<file path="src/rtl/muldiv_pkg.sv">
// muldiv_pkg: op/state encodings and helpers shared by the
// multiply/divide sequencer, its interface and its bench.
package muldiv_pkg;

    localparam int MULDIV_XLEN = 32;

    typedef enum logic [3:0] {
        OP_NONE  = 4'd0,
        OP_MULT  = 4'd1,
        OP_MULTU = 4'd2,
        OP_DIV   = 4'd3,
        OP_DIVU  = 4'd4,
        OP_MFHI  = 4'd5,
        OP_MFLO  = 4'd6,
        OP_MTHI  = 4'd7,
        OP_MTLO  = 4'd8
    } muldiv_op_e;

    typedef enum logic [1:0] {
        ST_IDLE = 2'd0,
        ST_MUL  = 2'd1,
        ST_DIV  = 2'd2
    } muldiv_state_e;

    function automatic logic is_muldiv_start(input logic [3:0] op);
        return (op >= 4'd1) && (op <= 4'd4);
    endfunction

    function automatic logic is_hilo_use(input logic [3:0] op);
        return (op >= 4'd1) && (op <= 4'd8);
    endfunction

endpackage

</file>
<file path="src/rtl/muldiv_ctrl_if.sv">
// muldiv_ctrl_if: EX-stage <-> multiply/divide unit bundle.
// master = EX stage, slave = muldiv_ctrl.
interface muldiv_ctrl_if
    import muldiv_pkg::*;
#(
    parameter int XLEN = MULDIV_XLEN
);
    logic            ex_valid_i;
    logic [3:0]      op_i;
    logic [XLEN-1:0] a_i;
    logic [XLEN-1:0] b_i;
    logic            flush_i;
    logic            stall_o;
    logic            busy_o;
    logic [XLEN-1:0] hilo_rdata_o;
    logic [XLEN-1:0] hi_o;
    logic [XLEN-1:0] lo_o;

    modport master (
        output ex_valid_i, op_i, a_i, b_i, flush_i,
        input  stall_o, busy_o, hilo_rdata_o, hi_o, lo_o
    );

    modport slave (
        input  ex_valid_i, op_i, a_i, b_i, flush_i,
        output stall_o, busy_o, hilo_rdata_o, hi_o, lo_o
    );
endinterface

</file>
<file path="src/rtl/muldiv_iter_core.sv">
// muldiv_iter_core: one shift-add multiply step or one restoring
// divide step on a 2*XLEN accumulator, purely combinational.
module muldiv_iter_core #(
    parameter int XLEN = 32
) (
    input  logic              div_i,
    input  logic [2*XLEN-1:0] acc_i,
    input  logic [XLEN-1:0]   opnd_i,
    output logic [2*XLEN-1:0] acc_o
);
    logic [XLEN:0] sum;
    logic [XLEN:0] shl;
    logic [XLEN:0] diff;

    // Mul: acc={partial,multiplier}; div: acc={remainder,dividend}
    always_comb begin
        sum  = {1'b0, acc_i[2*XLEN-1:XLEN]}
             + {1'b0, (acc_i[0] ? opnd_i : {XLEN{1'b0}})};
        shl  = acc_i[2*XLEN-1:XLEN-1];
        diff = shl - {1'b0, opnd_i};
        if (!div_i) begin
            acc_o = {sum, acc_i[XLEN-1:1]};
        end else if (!diff[XLEN]) begin
            acc_o = {diff[XLEN-1:0], acc_i[XLEN-2:0], 1'b1};
        end else begin
            acc_o = {shl[XLEN-1:0], acc_i[XLEN-2:0], 1'b0};
        end
    end
endmodule

</file>
<file path="src/rtl/muldiv_ctrl.sv">
// muldiv_ctrl: iterative MULT/DIV sequencer with HI/LO registers.
// MULDIV_FAST_MUL_EN selects a single-cycle multiply.
module muldiv_ctrl
    import muldiv_pkg::*;
#(
    parameter int XLEN  = MULDIV_XLEN,
    parameter int CNT_W = $clog2(XLEN)
) (
    input logic          clk,
    input logic          rst_n,
    muldiv_ctrl_if.slave ex
);
    localparam logic [CNT_W-1:0] CNT_LAST = CNT_W'(XLEN - 1);

    muldiv_state_e     state_q, state_d;
    logic [CNT_W-1:0]  cnt_q, cnt_d;
    logic [XLEN-1:0]   hi_q, hi_d;
    logic [XLEN-1:0]   lo_q, lo_d;
    logic [XLEN-1:0]   opnd_q, opnd_d;
    logic [2*XLEN-1:0] acc_q, acc_d;
    logic              neg_lo_q, neg_lo_d;
    logic              neg_hi_q, neg_hi_d;
    logic [2*XLEN-1:0] step_acc;
    logic [2*XLEN-1:0] mul_res;
    logic              mul_done;
    logic              signed_op;
    logic              mul_op;
    logic              busy;
    logic [XLEN-1:0]   a_mag, b_mag;
    logic [XLEN-1:0]   quot, rem;

    muldiv_iter_core #(.XLEN(XLEN)) u_core (
        .div_i  (state_q == ST_DIV),
        .acc_i  (acc_q),
        .opnd_i (opnd_q),
        .acc_o  (step_acc)
    );

    // Decode the incoming op and form operand magnitudes
    always_comb begin
        signed_op = (ex.op_i == OP_MULT) || (ex.op_i == OP_DIV);
        mul_op    = (ex.op_i == OP_MULT) || (ex.op_i == OP_MULTU);
        a_mag = (signed_op && ex.a_i[XLEN-1]) ? -ex.a_i : ex.a_i;
        b_mag = (signed_op && ex.b_i[XLEN-1]) ? -ex.b_i : ex.b_i;
    end

    // Multiply result source and divide result split
    always_comb begin
`ifdef MULDIV_FAST_MUL_EN
        mul_res  = {{XLEN{1'b0}}, acc_q[XLEN-1:0]}
                 * {{XLEN{1'b0}}, opnd_q};
        mul_done = 1'b1;
`else
        mul_res  = step_acc;
        mul_done = (cnt_q == CNT_LAST);
`endif
        quot = step_acc[XLEN-1:0];
        rem  = step_acc[2*XLEN-1:XLEN];
    end

    // Next state, iteration and HI/LO update
    always_comb begin
        state_d  = state_q;
        cnt_d    = cnt_q;
        hi_d     = hi_q;
        lo_d     = lo_q;
        acc_d    = acc_q;
        opnd_d   = opnd_q;
        neg_lo_d = neg_lo_q;
        neg_hi_d = neg_hi_q;
        unique case (state_q)
            ST_IDLE: begin
                if (ex.ex_valid_i && !ex.flush_i) begin
                    if (is_muldiv_start(ex.op_i)) begin
                        cnt_d    = '0;
                        acc_d    = {{XLEN{1'b0}}, a_mag};
                        opnd_d   = b_mag;
                        neg_lo_d = signed_op
                                 && (ex.a_i[XLEN-1] ^ ex.b_i[XLEN-1]);
                        neg_hi_d = signed_op && ex.a_i[XLEN-1];
                        if (mul_op) begin
                            state_d = ST_MUL;
                        end else begin
                            state_d = ST_DIV;
                            // Divide by zero returns raw a in HI
                            if (ex.b_i == '0) begin
                                acc_d    = {{XLEN{1'b0}}, ex.a_i};
                                neg_lo_d = 1'b0;
                                neg_hi_d = 1'b0;
                            end
                        end
                    end else if (ex.op_i == OP_MTHI) begin
                        hi_d = ex.a_i;
                    end else if (ex.op_i == OP_MTLO) begin
                        lo_d = ex.a_i;
                    end
                end
            end
            ST_MUL: begin
                if (ex.flush_i) begin
                    state_d = ST_IDLE;
                    cnt_d   = '0;
                end else begin
                    acc_d = mul_res;
                    cnt_d = cnt_q + CNT_W'(1);
                    if (mul_done) begin
                        state_d      = ST_IDLE;
                        cnt_d        = '0;
                        {hi_d, lo_d} = neg_lo_q ? -mul_res : mul_res;
                    end
                end
            end
            ST_DIV: begin
                if (ex.flush_i) begin
                    state_d = ST_IDLE;
                    cnt_d   = '0;
                end else begin
                    acc_d = step_acc;
                    cnt_d = cnt_q + CNT_W'(1);
                    if (cnt_q == CNT_LAST) begin
                        state_d = ST_IDLE;
                        cnt_d   = '0;
                        lo_d    = neg_lo_q ? -quot : quot;
                        hi_d    = neg_hi_q ? -rem : rem;
                    end
                end
            end
            default: begin
                state_d = ST_IDLE;
                cnt_d   = '0;
            end
        endcase
    end

    // State and datapath registers, synchronous reset
    always_ff @(posedge clk) begin
        if (!rst_n) begin
            state_q  <= ST_IDLE;
            cnt_q    <= '0;
            hi_q     <= '0;
            lo_q     <= '0;
            acc_q    <= '0;
            opnd_q   <= '0;
            neg_lo_q <= 1'b0;
            neg_hi_q <= 1'b0;
        end else begin
            state_q  <= state_d;
            cnt_q    <= cnt_d;
            hi_q     <= hi_d;
            lo_q     <= lo_d;
            acc_q    <= acc_d;
            opnd_q   <= opnd_d;
            neg_lo_q <= neg_lo_d;
            neg_hi_q <= neg_hi_d;
        end
    end

    assign busy            = (state_q != ST_IDLE);
    assign ex.busy_o       = busy;
    assign ex.stall_o      = rst_n && ex.ex_valid_i && busy
                           && is_hilo_use(ex.op_i) && !ex.flush_i;
    assign ex.hilo_rdata_o = (ex.op_i == OP_MFHI) ? hi_q
                           : (ex.op_i == OP_MFLO) ? lo_q
                           : '0;
    assign ex.hi_o         = hi_q;
    assign ex.lo_o         = lo_q;
endmodule
</file>
<file path="src/flat_wrapper.sv">
// flat-port wrapper written by rule: the top's interface ports become plain ports
module muldiv_ctrl_flat import muldiv_pkg::*;
#(
    parameter int XLEN  = MULDIV_XLEN,
    parameter int CNT_W = $clog2(XLEN)
)
  (clk, rst_n, ex_ex_valid_i, ex_op_i, ex_a_i, ex_b_i, ex_flush_i, ex_stall_o, ex_busy_o, ex_hilo_rdata_o, ex_hi_o, ex_lo_o);
  muldiv_ctrl_if #(.XLEN(XLEN)) ex_i ();
  input logic clk;
  input logic rst_n;
  input wire logic [$bits(ex_i.ex_valid_i)-1:0] ex_ex_valid_i;
  input wire logic [$bits(ex_i.op_i)-1:0] ex_op_i;
  input wire logic [$bits(ex_i.a_i)-1:0] ex_a_i;
  input wire logic [$bits(ex_i.b_i)-1:0] ex_b_i;
  input wire logic [$bits(ex_i.flush_i)-1:0] ex_flush_i;
  output wire logic [$bits(ex_i.stall_o)-1:0] ex_stall_o;
  output wire logic [$bits(ex_i.busy_o)-1:0] ex_busy_o;
  output wire logic [$bits(ex_i.hilo_rdata_o)-1:0] ex_hilo_rdata_o;
  output wire logic [$bits(ex_i.hi_o)-1:0] ex_hi_o;
  output wire logic [$bits(ex_i.lo_o)-1:0] ex_lo_o;
  assign ex_i.ex_valid_i = ex_ex_valid_i;
  assign ex_i.op_i = ex_op_i;
  assign ex_i.a_i = ex_a_i;
  assign ex_i.b_i = ex_b_i;
  assign ex_i.flush_i = ex_flush_i;
  assign ex_stall_o = ex_i.stall_o;
  assign ex_busy_o = ex_i.busy_o;
  assign ex_hilo_rdata_o = ex_i.hilo_rdata_o;
  assign ex_hi_o = ex_i.hi_o;
  assign ex_lo_o = ex_i.lo_o;
  muldiv_ctrl #(.XLEN(XLEN), .CNT_W(CNT_W)) u_core (.clk(clk), .rst_n(rst_n), .ex(ex_i));
endmodule
</file>
<file path="config.mk">
export PLATFORM = sky130hd
export DESIGN_NAME = muldiv_ctrl_flat
export DESIGN_NICKNAME = d
export VERILOG_FILES = /design/src/rtl/muldiv_pkg.sv /design/src/rtl/muldiv_ctrl_if.sv /design/src/rtl/muldiv_iter_core.sv /design/src/rtl/muldiv_ctrl.sv /design/src/flat_wrapper.sv
export SDC_FILE = /design/constraint.sdc
export NUM_CORES = 1
export LEC_CHECK = 0
export CORE_MARGIN = 1.5
export CORE_UTILIZATION = 45
export CTS_CLUSTER_DIAMETER = 150
export DETAILED_ROUTE_END_ITERATION = 8
export PLACE_DENSITY = 0.66
export SKIP_LAST_GASP = 1
export SYNTH_ARGS = -nofsm -noshare
export SYNTH_HDL_FRONTEND = slang
export SYNTH_SLANG_ARGS = --single-unit
</file>
<file path="constraint.sdc">
create_clock -name clk -period 13.03 [get_ports clk]
set_input_delay 1.9545 -clock clk [delete_from_list [all_inputs] [get_ports clk]]
set_output_delay 1.9545 -clock clk [all_outputs]
set_load 0.02 [all_outputs]
</file>
==> impl_metrics.yaml <==
run_status:
  outcome: "finished, final reports clean"
timing:
  finClkSkew_ns: 0.0154
  slew_headroom_pct: 9.18
  hold_viol: 0
  finalCritPeriodShare_pct: 51.3
  setup_viol_count_final: 0
  worstMarginPinSlew_ns: 1.36
  setup_ws_ns: 6.34
  period_needed_ns: 6.69
  setup_tns_ns: 0
  max_freq_ghz: 0.150
  rsz0062_at_grt: "no"
  slew_violations: 0
logic_synthesis:
  syn_inst: 2287
  synth.net_count: 2435
  yosysTopAreaCell: "dfxtp_1"
  ys.flop_type: "dfxtp_1"
  ys_top_cells_by_count: "250 x nand2_1, 202 x nor2_1, 188 x a21oi_1"
  synth_top_area_share_pct: 20.5
  syn_avg_cell_area_um2: 7.23
  synth_seq_area_share_pct: 20.5
  synth_most_common_cell: "nand2_1"
  yosys_register_bits: 169
  syn_area_um2: 16500
  ys_async_sr_fraction_pct: 0
  yosysUniqueCellTypes: 90
  ys_warn_count: 0
  synth_edf_count: 0
  synth_area_leaders: "dfxtp_1 20%, xnor2_1 6.0%, a21oi_1 5.7%"
clock_tree:
  cts_root_buf: "clkbuf_16"
  cts.sinks: 169
  cts_resized: 0
  ctsHoldBuffers: 0
  cts_tree: "done"
  cts.clk_slew.worst_paths_ns: 0.08
  clk_latency_ns: 0.48
  post_cts_buffers: 0
  h-tree-depth: 4
  numCtsBuffers: 17
  cts_buffer_depth: 2
power_and_ir_drop:
  totalPowerFinal_mw: 1.50
  pwr_density_cell_nw_per_um2: 79.0
  p_leak_nw: 6.94
  worst_ir_drop_vdd_mv: 0.0931
critical_path:
  crit_slowest_cell: "o211a_4"
  critical_path.max_stage_delay_ns: 0.62
  crit_fanout: 41
  worstPathCellList: "inv_1, ha_1, inv_1, fa_1, a211oi_1, o211ai_1, and3_1, o2111ai_2, o211a_4, mux2i_1, a21oi_1, inv_1, ha_1, nand2_1, a211oi_1, o2111ai_1, o211ai_2, o211ai_1, or2_1, or4b_4, o41ai_2, xor2_1, a221oi_2, a2111oi_2"
  crit_buf_inv: 3
  cp.required_ns: 13.41
  critical_path_arrival_ns: 7.07
  crit_family: "compound AO/OA/AOI/OAI gates"
  path_class: "reg2reg"
  crit_cells: 24
  cpMostUsedCell: "inv_1"
  worst-r2r-setup-slack_ns: 6.34
  crit_path_end_kind: "register"
  critPathLaunchType: "register"
  reg2reg_depth: 24
worst_hold_path:
  hp-class: "reg2reg"
  hold_depth: 2
cells_and_area:
  area_growth_pct: 14.9
  final_core_util_pct: 52.3
  drive_gt1_share_pct: 4.83
  fin_nets: 2494
  fin_cells: 2827
global_route:
  grt_antenna_before_repair: 2
  grt_pass1_vias: 16800
  grt_pass1_wl_um: 103000
  grt.overflow.total: 0
  grt_usage_pct: 34.7
  grt_max_degree: 66
place:
  numPortBuffers: 169
  place_ws_ns: 6.49
  dp.cells: 2795
  hpwlAfterDp_um: 50700
  place.gp.congestion: 1.01
route:
  firstDrtPassIters: 5
  drt_iter0_drc: 2402
  wl_per_cell_um: 23.6
  drc: 0
  ant_nets: 0
  vias: 18500
  via_per_inst: 6.54
  wl_um: 66700
floorplanning:
  dieHeight_um: 195
  die_x_um: 195
  io_pins: 170
  core_um2: 36300
  placementRows: 70
  dieArea_um2: 37900
  start_util_pct: 45.5
run:
  drv_cap: 0
-- metrics by stage --
stage          area, um^2  hold slack, ns
3_3_place_gp        18400           0.456
6_report            19000           0.474
5_1_grt             19000           0.501
2_1_floorplan       16500           0.440
4_1_cts             19000           0.472
3_5_place_dp        18400           0.464
-- state kept, by name, indices dropped and copies added, names as in the netlist --
| name | flops |
|---|---|
| u_core.ex.lo_o | 32 |
| u_core.opnd_q | 32 |
| u_core.cnt_q | 5 |
| u_core.ex.hi_o | 32 |
| u_core.neg_hi_q | 1 |
| u_core.state_q | 2 |
| u_core.acc_q | 64 |
| u_core.neg_lo_q | 1 |
-- power breakdown --
group          internal, mW  switching [mW]  total [mW]
clock network         0.266           0.253       0.519
registers             0.528          0.0136       0.542
logic                 0.149           0.291       0.440
total                 0.943           0.558        1.50
-- metal layers --
layer	global-route usage (%)	vias to the layer above	part of all wire, %
met1	49.2	8894	45
li1	-	8569	-
met5	0	-	0.024
met4	12.1	2	3.2
met3	5.48	127	8.6
met2	53.0	890	44
-- kinds of logic after synthesis --
kind of cell / Yosys count / synth area share (%)
simple gates: 794 / 23.2
compound gates: 768 / 31.0
buf+inv: 227 / 5.40
xor+xnor: 179 / 9.48
flops: 169 / 20.5
fa+ha+maj: 76 / 5.84
mux: 74 / 4.56
-- worst reg2reg max path: stages (launching register included) --
cell and delay (ns):
dfxtp_1 0.34, inv_1 0.09, ha_1 0.17, inv_1 0.05, fa_1 0.43, a211oi_1 0.30
o211ai_1 0.22, and3_1 0.27, o2111ai_2 0.33, o211a_4 0.62, mux2i_1 0.27, a21oi_1 0.14
inv_1 0.12, ha_1 0.27, nand2_1 0.10, a211oi_1 0.44, o2111ai_1 0.27, o211ai_2 0.16
o211ai_1 0.26, or2_1 0.35, or4b_4 0.55, o41ai_2 0.35, xor2_1 0.22, a221oi_2 0.09
a2111oi_2 0.22
-- final cells by class --
cell class              instances  area (um^2)
multi-input cells            1891        12300
inverters                      74          280
diodes                          1         2.50
clock inverters                11          115
fillers                      3577        17400
well taps                     468          586
clock buffers                  20          437
flip-flops and latches        169         3380
repair buffers                193         1870
-- final timing paths --
kind                                           to                            from
setup / recovery  u_core.ex.hi_o[30]$_SDFFE_PN0P_   u_core.acc_q[31]$_SDFFE_PN0P_
hold / removal     u_core.opnd_q[22]$_SDFFE_PN0P_  u_core.opnd_q[22]$_SDFFE_PN0P_
setup reg to reg  u_core.ex.hi_o[30]$_SDFFE_PN0P_   u_core.acc_q[31]$_SDFFE_PN0P_
hold reg to reg    u_core.opnd_q[22]$_SDFFE_PN0P_  u_core.opnd_q[22]$_SDFFE_PN0P_
-- cell usage in the layout, fill, tap and decap left out, types with 14 or more instances in the layout --
| cell type | n |
|---|---|
| mux2i_1 | 64 |
| a221oi_1 | 20 |
| nor2_1 | 200 |
| clkbuf_16 | 17 |
| inv_1 | 70 |
| nand4_1 | 21 |
| nand2b_1 | 17 |
| a211oi_1 | 49 |
| o211ai_1 | 51 |
| xor2_1 | 65 |
| ha_1 | 72 |
| a311oi_1 | 16 |
| and3_1 | 23 |
| o31ai_1 | 31 |
| or4_1 | 14 |
| dfxtp_1 | 168 |
| a21oi_1 | 187 |
| or3_1 | 27 |
| clkdlybuf4s50_1 | 169 |
| nor4_1 | 19 |
| nor2b_1 | 15 |
| o21ai_0 | 151 |
| nand2_1 | 250 |
| a22oi_1 | 54 |
| or2_2 | 15 |
| nor3_1 | 60 |
| nand3_1 | 46 |
| a31oi_1 | 23 |
| buf_4 | 24 |
| xnor2_1 | 114 |
| a22o_1 | 34 |
| a21o_1 | 16 |
| and2_1 | 46 |
No activity file was read; power rests on OpenSTA's default activity.
